--- src/rtl/regfile_wr_arbiter_pkg.sv ---
`default_nettype none
// ============================================================================
// Module   : regfile_arb_pkg
// Purpose  : Shared types and the rotating priority pick for the register
//            file write-port arbiter.
// Revision : 1.0 - initial release
// ============================================================================
package regfile_arb_pkg;

    localparam int c_default_addr_w = 4;
    localparam int c_default_data_w = 32;
    localparam int c_max_req        = 8;

    typedef enum logic [0:0] {
        ARB    = 1'b0,
        LOCKED = 1'b1
    } arb_state_t;

    typedef struct packed {
        logic       found;
        logic [2:0] idx;
    } rr_pick_t;

    // First set bit of valid[n-1:0] scanning ptr, ptr+1, ... modulo n.
    function automatic rr_pick_t rr_pick(input logic [7:0] valid,
                                         input logic [2:0] ptr,
                                         input int         n);
        rr_pick_t r;
        int       j;
        r = '0;
        for (int k = 0; k < c_max_req; k++) begin
            j = (int'(ptr) + k) % n;
            if ((k < n) && !r.found && valid[3'(j)]) begin
                r.found = 1'b1;
                r.idx   = 3'(j);
            end
        end
        return r;
    endfunction

endpackage
`default_nettype wire

--- src/rtl/regfile_wr_arbiter_if.sv ---
`default_nettype none
// ============================================================================
// Module   : regfile_wr_arbiter_if
// Purpose  : Writeback requester bus plus register file write port.
// Revision : 1.0 - initial release
// ============================================================================
interface regfile_wr_arbiter_if #(
    parameter int N_REQ  = 3,
    parameter int ADDR_W = 4,
    parameter int DATA_W = 32
);
    localparam int c_ID_W = (N_REQ > 1) ? $clog2(N_REQ) : 1;

    logic [N_REQ-1:0]        req_valid;
    logic [N_REQ-1:0]        req_lock;
    logic [N_REQ*ADDR_W-1:0] req_addr;
    logic [N_REQ*DATA_W-1:0] req_data;
    logic [N_REQ-1:0]        req_ready;
    logic                    wr_en;
    logic [ADDR_W-1:0]       wr_addr;
    logic [DATA_W-1:0]       wr_data;
    logic [c_ID_W-1:0]       grant_id;

    modport master (
        output req_valid, req_lock, req_addr, req_data,
        input  req_ready, wr_en, wr_addr, wr_data, grant_id
    );

    modport slave (
        input  req_valid, req_lock, req_addr, req_data,
        output req_ready, wr_en, wr_addr, wr_data, grant_id
    );
endinterface
`default_nettype wire

--- src/rtl/regfile_wr_arbiter_rr_priority_enc.sv ---
`default_nettype none
// ============================================================================
// Module   : rr_priority_enc
// Purpose  : Rotating priority encoder: valid vector + pointer -> one-hot
//            grant and its index.
// Revision : 1.0 - initial release
// ============================================================================
module rr_priority_enc
    import regfile_arb_pkg::*;
#(
    parameter int N     = 3,
    parameter int IDX_W = (N > 1) ? $clog2(N) : 1
) (
    input  wire logic [N-1:0]     i_valid,
    input  wire logic [IDX_W-1:0] i_ptr,
    output logic      [N-1:0]     o_grant,
    output logic      [IDX_W-1:0] o_grant_idx
);

    rr_pick_t w_pick;

    assign w_pick      = rr_pick(8'(i_valid), 3'(i_ptr), N);
    assign o_grant     = w_pick.found ? (N'(1) << w_pick.idx) : '0;
    assign o_grant_idx = IDX_W'(w_pick.idx);

endmodule
`default_nettype wire

--- src/rtl/regfile_wr_arbiter.sv ---
`default_nettype none
// ============================================================================
// Module   : regfile_wr_arbiter
// Purpose  : Round-robin arbiter with locked bursts for the register file
//            write port. Optional macro REGFILE_ZERO_PROTECT_EN suppresses
//            writes to register 0.
// Revision : 1.0 - initial release
// ============================================================================
module regfile_wr_arbiter
    import regfile_arb_pkg::*;
#(
    parameter int N_REQ    = 3,
    parameter int ADDR_W   = c_default_addr_w,
    parameter int DATA_W   = c_default_data_w,
    parameter int MAX_LOCK = 8
) (
    input wire logic          clk,
    input wire logic          reset,
    regfile_wr_arbiter_if.slave bus
);

    localparam int              c_IDX_W    = (N_REQ > 1) ? $clog2(N_REQ) : 1;
    localparam logic [7:0]      c_MAX_LOCK = 8'(MAX_LOCK);

    arb_state_t          r_state;
    logic [c_IDX_W-1:0]  r_rr_ptr;
    logic [c_IDX_W-1:0]  r_owner;
    logic [7:0]          r_lock_cnt;
    logic                r_wr_en;
    logic [ADDR_W-1:0]   r_wr_addr;
    logic [DATA_W-1:0]   r_wr_data;
    logic [c_IDX_W-1:0]  r_grant_id;

    logic [N_REQ-1:0]    w_enc_grant;
    logic [c_IDX_W-1:0]  w_enc_idx;
    logic [N_REQ-1:0]    w_ready;
    logic [c_IDX_W-1:0]  w_sel;
    logic                w_hs;
    logic [ADDR_W-1:0]   w_sel_addr;
    logic [DATA_W-1:0]   w_sel_data;
    logic                w_sel_lock;
    logic                w_zero_block;
    logic [7:0]          w_cnt_next;

    function automatic logic [c_IDX_W-1:0] next_idx(input logic [c_IDX_W-1:0] i);
        return (int'(i) == N_REQ - 1) ? '0 : i + c_IDX_W'(1);
    endfunction

    rr_priority_enc #(
        .N     (N_REQ),
        .IDX_W (c_IDX_W)
    ) u_enc (
        .i_valid     (bus.req_valid),
        .i_ptr       (r_rr_ptr),
        .o_grant     (w_enc_grant),
        .o_grant_idx (w_enc_idx)
    );

    // A locked owner keeps its ready even while it is not presenting valid.
    always_comb begin
        w_ready = '0;
        if (!reset) begin
            w_ready = (r_state == LOCKED) ? (N_REQ'(1) << r_owner) : w_enc_grant;
        end
    end

    assign w_sel      = (r_state == LOCKED) ? r_owner : w_enc_idx;
    assign w_hs       = |(bus.req_valid & w_ready);
    assign w_cnt_next = r_lock_cnt + 8'd1;

    always_comb begin
        w_sel_addr = '0;
        w_sel_data = '0;
        w_sel_lock = 1'b0;
        for (int i = 0; i < N_REQ; i++) begin
            if (w_sel == c_IDX_W'(i)) begin
                w_sel_addr = bus.req_addr[i*ADDR_W +: ADDR_W];
                w_sel_data = bus.req_data[i*DATA_W +: DATA_W];
                w_sel_lock = bus.req_lock[i];
            end
        end
    end

`ifdef REGFILE_ZERO_PROTECT_EN
    assign w_zero_block = (w_sel_addr == '0);
`else
    assign w_zero_block = 1'b0;
`endif

    always_ff @(posedge clk) begin
        if (reset) begin
            r_state    <= ARB;
            r_rr_ptr   <= '0;
            r_owner    <= '0;
            r_lock_cnt <= '0;
            r_wr_en    <= 1'b0;
            r_wr_addr  <= '0;
            r_wr_data  <= '0;
            r_grant_id <= '0;
        end else begin
            r_wr_en <= 1'b0;
            if (w_hs) begin
                if (!w_zero_block) begin
                    r_wr_en    <= 1'b1;
                    r_wr_addr  <= w_sel_addr;
                    r_wr_data  <= w_sel_data;
                    r_grant_id <= w_sel;
                end
                case (r_state)
                    ARB: begin
                        r_rr_ptr <= next_idx(w_sel);
                        // A single-beat burst limit means a lock never takes hold.
                        if (w_sel_lock && (MAX_LOCK > 1)) begin
                            r_state    <= LOCKED;
                            r_owner    <= w_sel;
                            r_lock_cnt <= 8'd1;
                        end
                    end
                    LOCKED: begin
                        if (!w_sel_lock || (w_cnt_next == c_MAX_LOCK)) begin
                            r_state    <= ARB;
                            r_rr_ptr   <= next_idx(r_owner);
                            r_lock_cnt <= '0;
                        end else begin
                            r_lock_cnt <= w_cnt_next;
                        end
                    end
                    default: r_state <= ARB;
                endcase
            end
        end
    end

    assign bus.req_ready = w_ready;
    assign bus.wr_en     = r_wr_en;
    assign bus.wr_addr   = r_wr_addr;
    assign bus.wr_data   = r_wr_data;
    assign bus.grant_id  = r_grant_id;

endmodule
`default_nettype wire

--- src/flat_wrapper.sv ---
// flat-port wrapper written by rule: the top's interface ports become plain ports
module regfile_wr_arbiter_flat import regfile_arb_pkg::*;
#(
    parameter int N_REQ    = 3,
    parameter int ADDR_W   = c_default_addr_w,
    parameter int DATA_W   = c_default_data_w,
    parameter int MAX_LOCK = 8
)
  (clk, reset, bus_req_valid, bus_req_lock, bus_req_addr, bus_req_data, bus_req_ready, bus_wr_en, bus_wr_addr, bus_wr_data, bus_grant_id);
  regfile_wr_arbiter_if #(.N_REQ(N_REQ), .ADDR_W(ADDR_W), .DATA_W(DATA_W)) bus_i ();
  input wire logic clk;
  input wire logic reset;
  input wire logic [$bits(bus_i.req_valid)-1:0] bus_req_valid;
  input wire logic [$bits(bus_i.req_lock)-1:0] bus_req_lock;
  input wire logic [$bits(bus_i.req_addr)-1:0] bus_req_addr;
  input wire logic [$bits(bus_i.req_data)-1:0] bus_req_data;
  output wire logic [$bits(bus_i.req_ready)-1:0] bus_req_ready;
  output wire logic [$bits(bus_i.wr_en)-1:0] bus_wr_en;
  output wire logic [$bits(bus_i.wr_addr)-1:0] bus_wr_addr;
  output wire logic [$bits(bus_i.wr_data)-1:0] bus_wr_data;
  output wire logic [$bits(bus_i.grant_id)-1:0] bus_grant_id;
  assign bus_i.req_valid = bus_req_valid;
  assign bus_i.req_lock = bus_req_lock;
  assign bus_i.req_addr = bus_req_addr;
  assign bus_i.req_data = bus_req_data;
  assign bus_req_ready = bus_i.req_ready;
  assign bus_wr_en = bus_i.wr_en;
  assign bus_wr_addr = bus_i.wr_addr;
  assign bus_wr_data = bus_i.wr_data;
  assign bus_grant_id = bus_i.grant_id;
  regfile_wr_arbiter #(.N_REQ(N_REQ), .ADDR_W(ADDR_W), .DATA_W(DATA_W), .MAX_LOCK(MAX_LOCK)) u_core (.clk(clk), .reset(reset), .bus(bus_i));
endmodule
--- config.mk ---
export PLATFORM = sky130hd
export DESIGN_NAME = regfile_wr_arbiter_flat
export DESIGN_NICKNAME = d
export VERILOG_FILES = /design/src/rtl/regfile_wr_arbiter_pkg.sv /design/src/rtl/regfile_wr_arbiter_if.sv /design/src/rtl/regfile_wr_arbiter_rr_priority_enc.sv /design/src/rtl/regfile_wr_arbiter.sv /design/src/flat_wrapper.sv
export SDC_FILE = /design/constraint.sdc
export NUM_CORES = 1
export LEC_CHECK = 0
export ABC_AREA = 1
export BUFFER_PORTS_ARGS = -buffer_cell sky130_fd_sc_hd__buf_2
export CORE_MARGIN = 5
export CORE_UTILIZATION = 50
export DETAILED_ROUTE_END_ITERATION = 8
export GPL_TIMING_DRIVEN = 0
export PLACE_DENSITY_LB_ADDON = 0.08
export SYNTH_ARGS = -nofsm -noshare
export SYNTH_HDL_FRONTEND = slang
export SYNTH_SLANG_ARGS = --single-unit
--- constraint.sdc ---
create_clock -name clk -period 3.8 [get_ports clk]
set_clock_uncertainty 0.05 [all_clocks]
set_input_delay 0.57 -clock clk [delete_from_list [all_inputs] [get_ports clk]]
set_output_delay 0.57 -clock clk [all_outputs]
set_load 0.005 [all_outputs]
==> impl_results.md, run 1 <==
- Post-synthesis cell count: 488
- Status: completed
- DR pass1 iterations: 7
- Setup TNS Final: 0 ps
- DR iter-0 viols: 286
- Initial antenna violation count: 0
- Final period util: 86.03%
- Final Power: about 3300 µW
- CTS buffer count: 5
- Hold-fix buffers at CTS: 0
- Min-Delay Path Class: reg -> reg
- Final Non-Filler Cells: 730
- Max Root-Sink Buffers: 2
- Pwr Density: 777.5 mW/mm²
- First-pass GRT wire length: 17310 µm
- Grt met1 use: 31.00%
- Final #Nets: 777
- Routed WL: 10790 µm
- Fmax: 305.9 MHz
- Clock root buffer: clkbuf_8
- Hold_sp: u_core.bus.grant_id[1]$_SDFFE_PP0P_
- Crit path launch type: flop
- Vias per cell: around 5.4
- Multi-input logic area: 0.001863 mm²
- Top FF cell, synth: dfxtp_1
- Routed WL per cell: 14.78 µm
- Pin count of the biggest net entering global routing: 18
- RSZ-0062 raised after global routing: no
- Placed instance count: 722
- Layout cell share with drive strength beyond 1: 31.85%
- Seq/Total Area, Yosys: between 30% and 40%
- Max VDD drop: between 0.4 and 0.5 mV
- Crit path largest cell delay: approximately 430 ps
- GRT busiest layer: met2
- Finish-stage setup viols: 0
- Floorplan Core Area: 0.006314 mm²
- Post-synth EDFFs: 0
- Area growth, synth to finish: 30.20%
- Worst EP required: ~3200 ps
- Register area: 0.001041 mm²
- Crit path launch: u_core.r_rr_ptr[0]$_SDFFE_PP0P_
- Simple logic cell fraction of the synthesized area: about 32%
- Setup CP Type: reg -> out
- Critical-path maximum fanout: 10
- Met3 GRT Util: just under 7%
- Met2 usage: between 40% and 50%
- Post-Synth XOR/XNOR Area: 1.630%
- Row count: 29
- Die Wd: 90.29 µm
- Min setup slack post-route: 531.0 ps
- CP cell instances: inv_1, ha_1, ha_1, inv_1, nand2_1, nor2_4, nand3_1, nand2_1, inv_1, nand3_2, buf_6, nand2_8, buf_2, and3_1, buf_2
- Main combinational cell family by area after synthesis: simple AND/OR/NAND/NOR gates
- Yosys cell types: 28
- Async SR Flop Fraction: 0%
- Vias in the first global route: 3672
- Final Wtd Congestion: 0.9264
- Filler Cell Count: 605
- Gr usage total: about a quarter
- Initial core utilization: 51.05%
- CP max-delay cell: dfxtp_1
- Final Critical Period: 3269 ps
- Register bit total from synthesis: 52
- Routed Antenna Nets: 0
- Number of max-cap violations: 0
- Yosys warns: 0
- Max-slew headroom: 34.67%
- Residual DRC: 0
- Final Hold Fails: 0
- Slew @ Worst Pin: 973.4 ps
- Mux contribution to synthesized area: 0%
- Post-DP HPWL: 8446 µm
- Post-synthesis adder-cell area fraction: 3.494%
- Clk pin slew, worst setup/hold paths: 100 ps
- Static leakage: 0.002267 µW
- Post-CTS sizing: 0
- Number of I/O port buffers: 157
- Crit path top cell by count: inv_1
- Die Y: ~90 µm
- Post-CTS Setup Inserts: 0
- CTS Sinks: 52
- Die footprint: about 0.008 mm²
- Clk Latency, worst-skew pair: 300 ps
- RR Startpoint: u_core.r_rr_ptr[0]$_SDFFE_PP0P_
- Max Slew Vio Count: 0
- Worst EP arrival: about 2700 ps
- Via count: 3934
- GRT overflow: 0
- DP Worst Slack: 877.2 ps
- CTS tree: done
- Syn_nets: around 610
- Top-Level Pins: 158
- CP top delay family: buffers and inverters
- H-tree depth: 2
- Compound-Gate Fraction of Synth Area: 20.38%
- Synthesized cell area: 0.003223 mm²
- Critical path capture point type: primary output
- Synth Area per Inst: 6.605 µm²
- # diodes: 0
- WP buf/inv: 6
[final timing paths]
path | end | depth (start not counted) | slack [ps]
setup reg to reg | u_core.bus.wr_addr[2]$_SDFFE_PP0P_ | 17 | 1020
hold reg to reg | u_core.bus.grant_id[1]$_SDFFE_PP0P_ | 2 | 440
hold / removal | u_core.bus.grant_id[1]$_SDFFE_PP0P_ | 2 | 440
setup / recovery | bus_req_ready[0] | 15 | 530
[report_power, final]
part | internal [µW] | switching, µW
combinational | 763 | 1410
clock | 133 | 196
sequential | 693 | 72.7
total | 1590 | 1670
[cells by family (layout without fill, tap and decap cells)]
logic type | after synthesis | count (layout)
AOI/OAI and AO/OA | 131 | 131
DFF | 52 | 52
buffers and inverters | 71 | 236
and+or+nand+nor | 219 | 219
adders and majority gates | 9 | 9
xor gates and xnor gates | 6 | 6
[tightest hold or removal path: cells and delay by family (launching register included)]
family                 cells  cell delay, ps
buffers and inverters      1              50
AO/OA/AOI/OAI              1              80
flip-flops                 1             330
[synthesized netlist by cell type (2+ instances only)]
master    instances  area [µm²]
ha_1              9       112.6
nor3_1            2       10.01
clkbuf_1         10       37.54
nand3_1          77       385.4
nand2_2           4       25.02
inv_2             5       18.77
o21ai_0          47       235.2
a21oi_1          82       410.4
dfxtp_1          52        1041
nor2_1           23       86.33
buf_4             5       37.54
nand3_2           4       40.04
nand4_1           9       56.30
buf_6             2       22.52
inv_1            34       127.6
xor2_1            5       43.79
buf_2            15       75.07
nor2_2            3       18.77
nand2_1          91       341.6
[metal layers]
metal	vias to the layer above	part of all wire, %
li1	1968	-
met4	0	1.4
met2	171	48
met3	13	8.6
met5	-	0
met1	1782	42
[sequential cells by signal, indices dropped and copies added, names as in the netlist]
signal               count
u_core.r_owner           2
u_core.bus.grant_id      2
u_core.r_state           1
u_core.r_rr_ptr          2
u_core.bus.wr_addr       4
u_core.r_lock_cnt        8
u_core.bus.wr_en         1
u_core.bus.wr_data      32
[layout by cell type, fill, tap and decap left out, types with 2 or more instances in the layout]
cell        n
inv_1      34
buf_4       5
o21ai_0    47
nand3_1    77
xor2_1      5
nor2_1     23
nor2_2      3
inv_2       5
dfxtp_1    52
nand2_2     4
buf_6       2
buf_2     172
nand4_1     9
nand2_1    91
clkbuf_8    5
a21oi_1    82
nand3_2     4
ha_1        9
clkbuf_1   10
nor3_1      2
[area by class of cell]
| cell class | instances | area share (%) |
|---|---|---|
| buffer | 32 | 4.115 |
| clock buffer | 5 | 1.640 |
| clock inverter | 3 | 0.5367 |
| inverter | 39 | 3.488 |
| multi-input combinational | 365 | 44.39 |
| sequential | 52 | 24.81 |
| tap | 77 | 2.296 |
| timing repair buffer | 157 | 18.72 |
[metrics by stage]
stage / instance area [µm²] / utilization, % / hold WS (ps)
2_1_floorplan: 3223 / - / 407.1
3_3_place_gp: 4105 / 65.02 / 406.6
3_5_place_dp: 4105 / 65.02 / 415.8
4_1_cts: 4197 / 66.47 / 444.8
5_1_grt: 4197 / 66.47 / 468.1
6_report: 4197 / 66.47 / 435.2
Note: power is estimated with default switching activity, not from simulation.
==> inputs of run 2 (changes only) <==
- CORE_MARGIN: 5 -> unset
- REMOVE_ABC_BUFFERS: unset -> 1
==> run 2 against run 1 <==
Clock power down 4%; die area is 17% lower; wire length decreased by 6.7%; combinational power shrank 5%; critical path type is now reg -> reg.
==> impl_results.md, run 2 (same netlist as run 1, synthesis figures left out) <==
- Status: completed
- Number of I/O port buffers: 157
- Slew @ Worst Pin: 1117 ps
- Max-slew headroom: 25.44%
- Critical-path maximum fanout: 22
- Post-layout util: around 68%
- Max Slew Vio Count: 0
- Die Y: approximately 82 µm
- Routed Antenna Nets: 0
- CTS tree: done
- WP buf/inv: 2
- CP cell instances: inv_1, ha_1, nand2_1, nand2_1, nor2_1, nor2_4, nand3_1, nand2_1, inv_1, nand3_4, nand2_1, nor2_2, nand2_1, nand3_2, o21ai_0, a21oi_1
- Routed WL: 10070 µm
- GRT overflow: 0
- CP max-delay cell: nand3_2
- Worst EP required: 3930 ps
- Residual DRC: 0
- Initial antenna violation count: 0
- Post-CTS Setup Inserts: 0
- Top-Level Pins: 158
- Final Critical Period: 3549 ps
- Vias in the first global route: between 3000 and 4000
- Clk Latency, worst-skew pair: 300 ps
- Die Wd: 82.29 µm
- Crit path launch type: flop
- Final period util: 93.38%
- CP top delay family: simple AND/OR/NAND/NOR gates
- Gr usage total: 27.52%
- Hold_sp: u_core.bus.grant_id[1]$_SDFFE_PP0P_
- Final Wtd Congestion: 0.8807
- Pin count of the biggest net entering global routing: 45
- Final Non-Filler Cells: 701
- Most common cell after layout, fill and taps aside: buf_2
- Hold-fix buffers at CTS: 0
- Max FFs per register: 32
- Fmax: 281.8 MHz
- CTS Sinks: 52
- Layout cell share with drive strength beyond 1: 30.35%
- Post-DP HPWL: 6217 µm
- Placed instance count: 689
- Final design instance area without fill: 0.004121 mm²
- Number of max-cap violations: 0
- DP Worst Slack: -469.8 ps
- Final Hold Fails: 0
- Static leakage: 0.002201 µW
- Leading cell types in the layout, fill and taps excluded: buf_2, nand2_1, a21oi_1
- Setup CP Type: reg -> reg
- Clk pin slew, worst setup/hold paths: around 90 ps
- Filler Cell Count: 538
- Critical path capture point type: flop
- Initial core utilization: 53.18%
- Placed inst area: 0.003961 mm²
- H-tree depth: 2
- Crit path largest cell delay: 490 ps
- Row count: 28
- Hold Path Sink: u_core.bus.grant_id[1]$_SDFFE_PP0P_
- Max Root-Sink Buffers: 2
- Worst EP arrival: 3680 ps
- Max VDD drop: approximately 0.43 mV
- Area growth, synth to finish: 27.87%
- Crit path top cell by count: nand2_1
- Vias per cell: around 5.4
- DR pass1 iterations: 4
- Finish-stage setup viols: 0
- # diodes: 0
- R2R setup slack: ~250 ps
- Crit Reg-Reg Endpoint: u_core.bus.wr_data[9]$_SDFFE_PP0P_
- Via count: 3814
- Clock root buffer: clkbuf_8
- RSZ-0062 raised after global routing: no
- First-pass GRT wire length: about 14000 µm
- R2R depth: 16
- CTS buffer count: 5
- Die footprint: 0.006772 mm²
- Min-Delay Path Class: reg -> reg
- Routed WL per cell: 14.36 µm
- RR Startpoint: u_core.r_rr_ptr[0]$_SDFFE_PP0P_
- Hold Path Stages: 2
- Final #Nets: 750
- Floorplan Core Area: 0.006061 mm²
- DR iter-0 viols: 210
- Setup TNS Final: 0 ps
- Min setup slack post-route: approximately 250 ps
- Pwr Density: 762.9 mW/mm²
run 2: metrics by stage:
stage	hold slack, ps	total power [µW]
6_report	426.4	3144
5_1_grt	482.8	3447
4_1_cts	448.4	3046
3_5_place_dp	422.1	2686
3_3_place_gp	406.4	2624
2_1_floorplan	401.0	2097
run 2: worst max-delay path by stage:
stage | from | to | cells after the start
floorplan | u_core.r_rr_ptr[0]$_SDFFE_PP0P_ | u_core.r_lock_cnt[1]$_SDFFE_PP0P_ | 18
global placement | u_core.r_owner[0]$_SDFFE_PP0P_ | u_core.r_lock_cnt[4]$_SDFFE_PP0P_ | 11
detailed placement | u_core.r_rr_ptr[0]$_SDFFE_PP0P_ | u_core.r_lock_cnt[4]$_SDFFE_PP0P_ | 18
CTS | u_core.r_rr_ptr[0]$_SDFFE_PP0P_ | u_core.r_lock_cnt[4]$_SDFFE_PP0P_ | 18
global route | u_core.r_rr_ptr[0]$_SDFFE_PP0P_ | u_core.bus.grant_id[0]$_SDFFE_PP0P_ | 16
finish | u_core.r_rr_ptr[0]$_SDFFE_PP0P_ | u_core.bus.wr_data[9]$_SDFFE_PP0P_ | 16
run 2: worst register-to-register path: stages (launching register included):
cell,delay [ps]
dfxtp_1,430
inv_1,130
ha_1,380
nand2_1,100
nand2_1,50
nor2_1,180
nor2_4,50
nand3_1,80
nand2_1,50
inv_1,150
nand3_4,330
nand2_1,230
nor2_2,50
nand2_1,260
nand3_2,490
o21ai_0,350
a21oi_1,60
run 2: timing repair:
action / CTS / global route
gates resized for setup: 2 / 4
gates cloned: 1 / 3
pin swaps: 1 / 2
endpoints found under the setup margin: 52 / 52
run 2: metal layers:
layer / up-vias / share of wire [%] / GRT usage (%)
li1: 1928 / - / -
met1: 1716 / 41 / 33.09
met2: 164 / 50 / 49.01
met3: 6 / 7.4 / 5.824
met4: 0 / 1.0 / 7.895
met5: - / 0 / 0
run 2: layout make-up:
| cell class | instances | area (µm²) | share of cell area [%] |
|---|---|---|---|
| clock buffers | 7 | 76.32 | 1.852 |
| flip-flops and latches | 52 | 1041 | 25.26 |
| clock inverters | 1 | 8.758 | 0.2125 |
| multi-input cells | 369 | 1942 | 47.12 |
| repair buffers | 158 | 813.3 | 19.73 |
| inverters | 39 | 146.4 | 3.552 |
| well taps | 75 | 93.84 | 2.277 |
run 2: power breakdown:
part	internal (µW)	leakage, µW	switching [µW]
clock network	132	0.0000424	183
logic	659	0.00173	1400
registers	693	0.000428	74.0
==> inputs of run 3 (changes only) <==
- REMOVE_ABC_BUFFERS: 1 -> unset
==> run 3 against run 2 <==
Global-route usage rose by 3.0 points; count of clock-buffer cells in the layout fell by 1; total power rose by 3.8%; final cell count rose by 3.9%; wire length rose by 2.2%; hold slack improved by 11 ps; non-clock buffer count rose by 31; sequential share of layout area fell by 0.44 points; critical path type is now reg -> out; critical endpoint is now bus_req_ready[0].
==> impl_results.md, run 3 (same netlist as run 1, synthesis figures left out) <==
- Min setup slack post-route: a little under 500 ps
- Placed inst area: 0.004103 mm²
- Vias in the first global route: 3547
- Gr usage total: 30.49%
- Pin count of the biggest net entering global routing: 16
- Die Y: 82.29 µm
- Max Slew Vio Count: 0
- Row count: 28
- Filler Cell Count: between 500 and 600
- Post-DP HPWL: 7947 µm
- CTS Sinks: between 50 and 60
- Hold_sp: u_core.r_lock_cnt[7]$_SDFFE_PP0P_
- Crit path launch: u_core.r_rr_ptr[0]$_SDFFE_PP0P_
- Die footprint: 0.006772 mm²
- Max-slew headroom: 34.75%
- Die Wd: between 80 and 90 µm
- Grt met1 use: 36.08%
- Clk Latency, worst-skew pair: 310 ps
- Clock root buffer: clkbuf_8
- Hold Path Sink: u_core.r_lock_cnt[7]$_SDFFE_PP0P_
- Final #Nets: between 700 and 800
- Met3 GRT Util: 7.033%
- GRT busiest layer: met2
- Most common cell after layout, fill and taps aside: buf_2
- Slew @ Worst Pin: roughly 970 ps
- Fmax: 301.3 MHz
- Number of I/O port buffers: ~160
- Max VDD drop: a little over 0.4 mV
- Setup TNS Final: 0 ps
- Static leakage: 0.002270 µW
- Routed WL per cell: about 14 µm
- Crit Reg-Reg Endpoint: u_core.bus.wr_data[13]$_SDFFE_PP0P_
- Met2 usage: 54.21%
- Routed Antenna Nets: 0
- Hold Path Stages: 2
- Initial antenna violation count: 0
- DR iter-0 viols: 231
- Hold-fix buffers at CTS: 0
- Placed instance count: 720
- Clk pin slew, worst setup/hold paths: 90 ps
- R2R setup slack: 1000 ps
- Pwr Density: 777.6 mW/mm²
- Finish-stage setup viols: 0
- RR Startpoint: u_core.r_rr_ptr[0]$_SDFFE_PP0P_
- Final design instance area without fill: between 0.004 and 0.005 mm²
- Initial core utilization: 53.18%
- Post-CTS Setup Inserts: 0
- Leading cell types in the layout, fill and taps excluded: buf_2, nand2_1, a21oi_1
- Max FFs per register: 32
- DR pass1 iterations: 5
- Final period util: 87.35%
- Multi-input logic area: 0.001863 mm²
- Via count: 3947
- Crit path launch type: flop
- GRT overflow: 0
- CTS buffer count: 5
- Routed WL: 10290 µm
- Register area: 0.001041 mm²
- Min-Delay Path Class: reg -> reg
- Final Non-Filler Cells: between 700 and 800
- DP Worst Slack: 850.8 ps
- Area growth, synth to finish: 30.16%
- Worst EP required: 3180 ps
- Worst EP arrival: 2700 ps
- Top-Level Pins: ~160
- Final Critical Period: between 3000 and 4000 ps
- Floorplan Core Area: 0.006061 mm²
- Post-CTS sizing: 0
- Final Hold Fails: 0
- Setup CP Type: reg -> out
- Layout cell share with drive strength beyond 1: roughly a third
- Status: completed
- Post-layout util: between 60% and 70%
- # diodes: 0
- Final Wtd Congestion: 0.9237
- Number of max-cap violations: 0
- H-tree depth: 2
- First-pass GRT wire length: 15850 µm
- Vias per cell: between 5 and 6
- Critical-path maximum fanout: 10
- Max Root-Sink Buffers: 2
- Critical path capture point type: primary output
- RSZ-0062 raised after global routing: no
- Residual DRC: 0
- CTS tree: done
- R2R depth: 13
==> run 3: cell types whose count changed in the layout (fill, tap and decap cells not counted), moves of 2 or more <==
| cell | previous run | this run |
|---|---|---|
| buf_2 | 157 | 172 |
| buf_4 | 0 | 5 |
| buf_6 | 0 | 2 |
| clkbuf_1 | 2 | 10 |
| clkinv_2 | 0 | 2 |
| nand2_4 | 2 | 0 |
| nand3_4 | 3 | 1 |
==> run 3: final cells by class <==
type | instances | area share (%)
Buffer | 32 | 4.116
Clock buffer | 6 | 1.968
Clock inverter | 2 | 0.2386
Inverter | 39 | 3.489
Multi-Input combinational cell | 365 | 44.41
Sequential cell | 52 | 24.81
Tap cell | 75 | 2.237
Timing Repair Buffer | 157 | 18.73
==> run 3: per-layer routing <==
metal / wire length (µm) / share of wire (%)
met5: 0 / 0
met4: 151 / 1.5
met3: 826 / 8.0
met2: 4986 / 48
met1: 4325 / 42
==> run 3: stage by stage <==
stage               hold slack [ps]  total power, µW
CTS                           438.9             3249
global placement              408.0             2844
detailed placement            416.9             2913
global route                  466.5             3581
finish                        437.0             3262
floorplan                     407.1             2279
==> run 3: worst max path at each step <==
stage | to | slack, ps | cells after the start
5_1_grt | bus_req_ready[0] | 280 | 15
3_3_place_gp | bus_req_ready[0] | 910 | 15
4_1_cts | bus_req_ready[0] | 480 | 15
3_5_place_dp | bus_req_ready[0] | 850 | 15
2_1_floorplan | bus_req_ready[0] | 1250 | 14
6_report | bus_req_ready[0] | 480 | 15
==> run 3: where the power goes <==
group,total [µW],switching [µW],internal [µW]
clock,332,186,146
combinational,2160,1400,763
sequential,768,75.6,693
==> run 3: worst max-delay path: stages, from the launching register on <==
cell and delay (ps):
dfxtp_1 450, inv_1 140, ha_1 380, nand2_1 110, nand2_1 50, nor2_1 160, nor2_4 60, nand3_1 80
nand2_1 60, inv_1 60, nand3_2 70, buf_6 170, nand2_8 90, buf_2 210, and3_1 180, buf_2 120
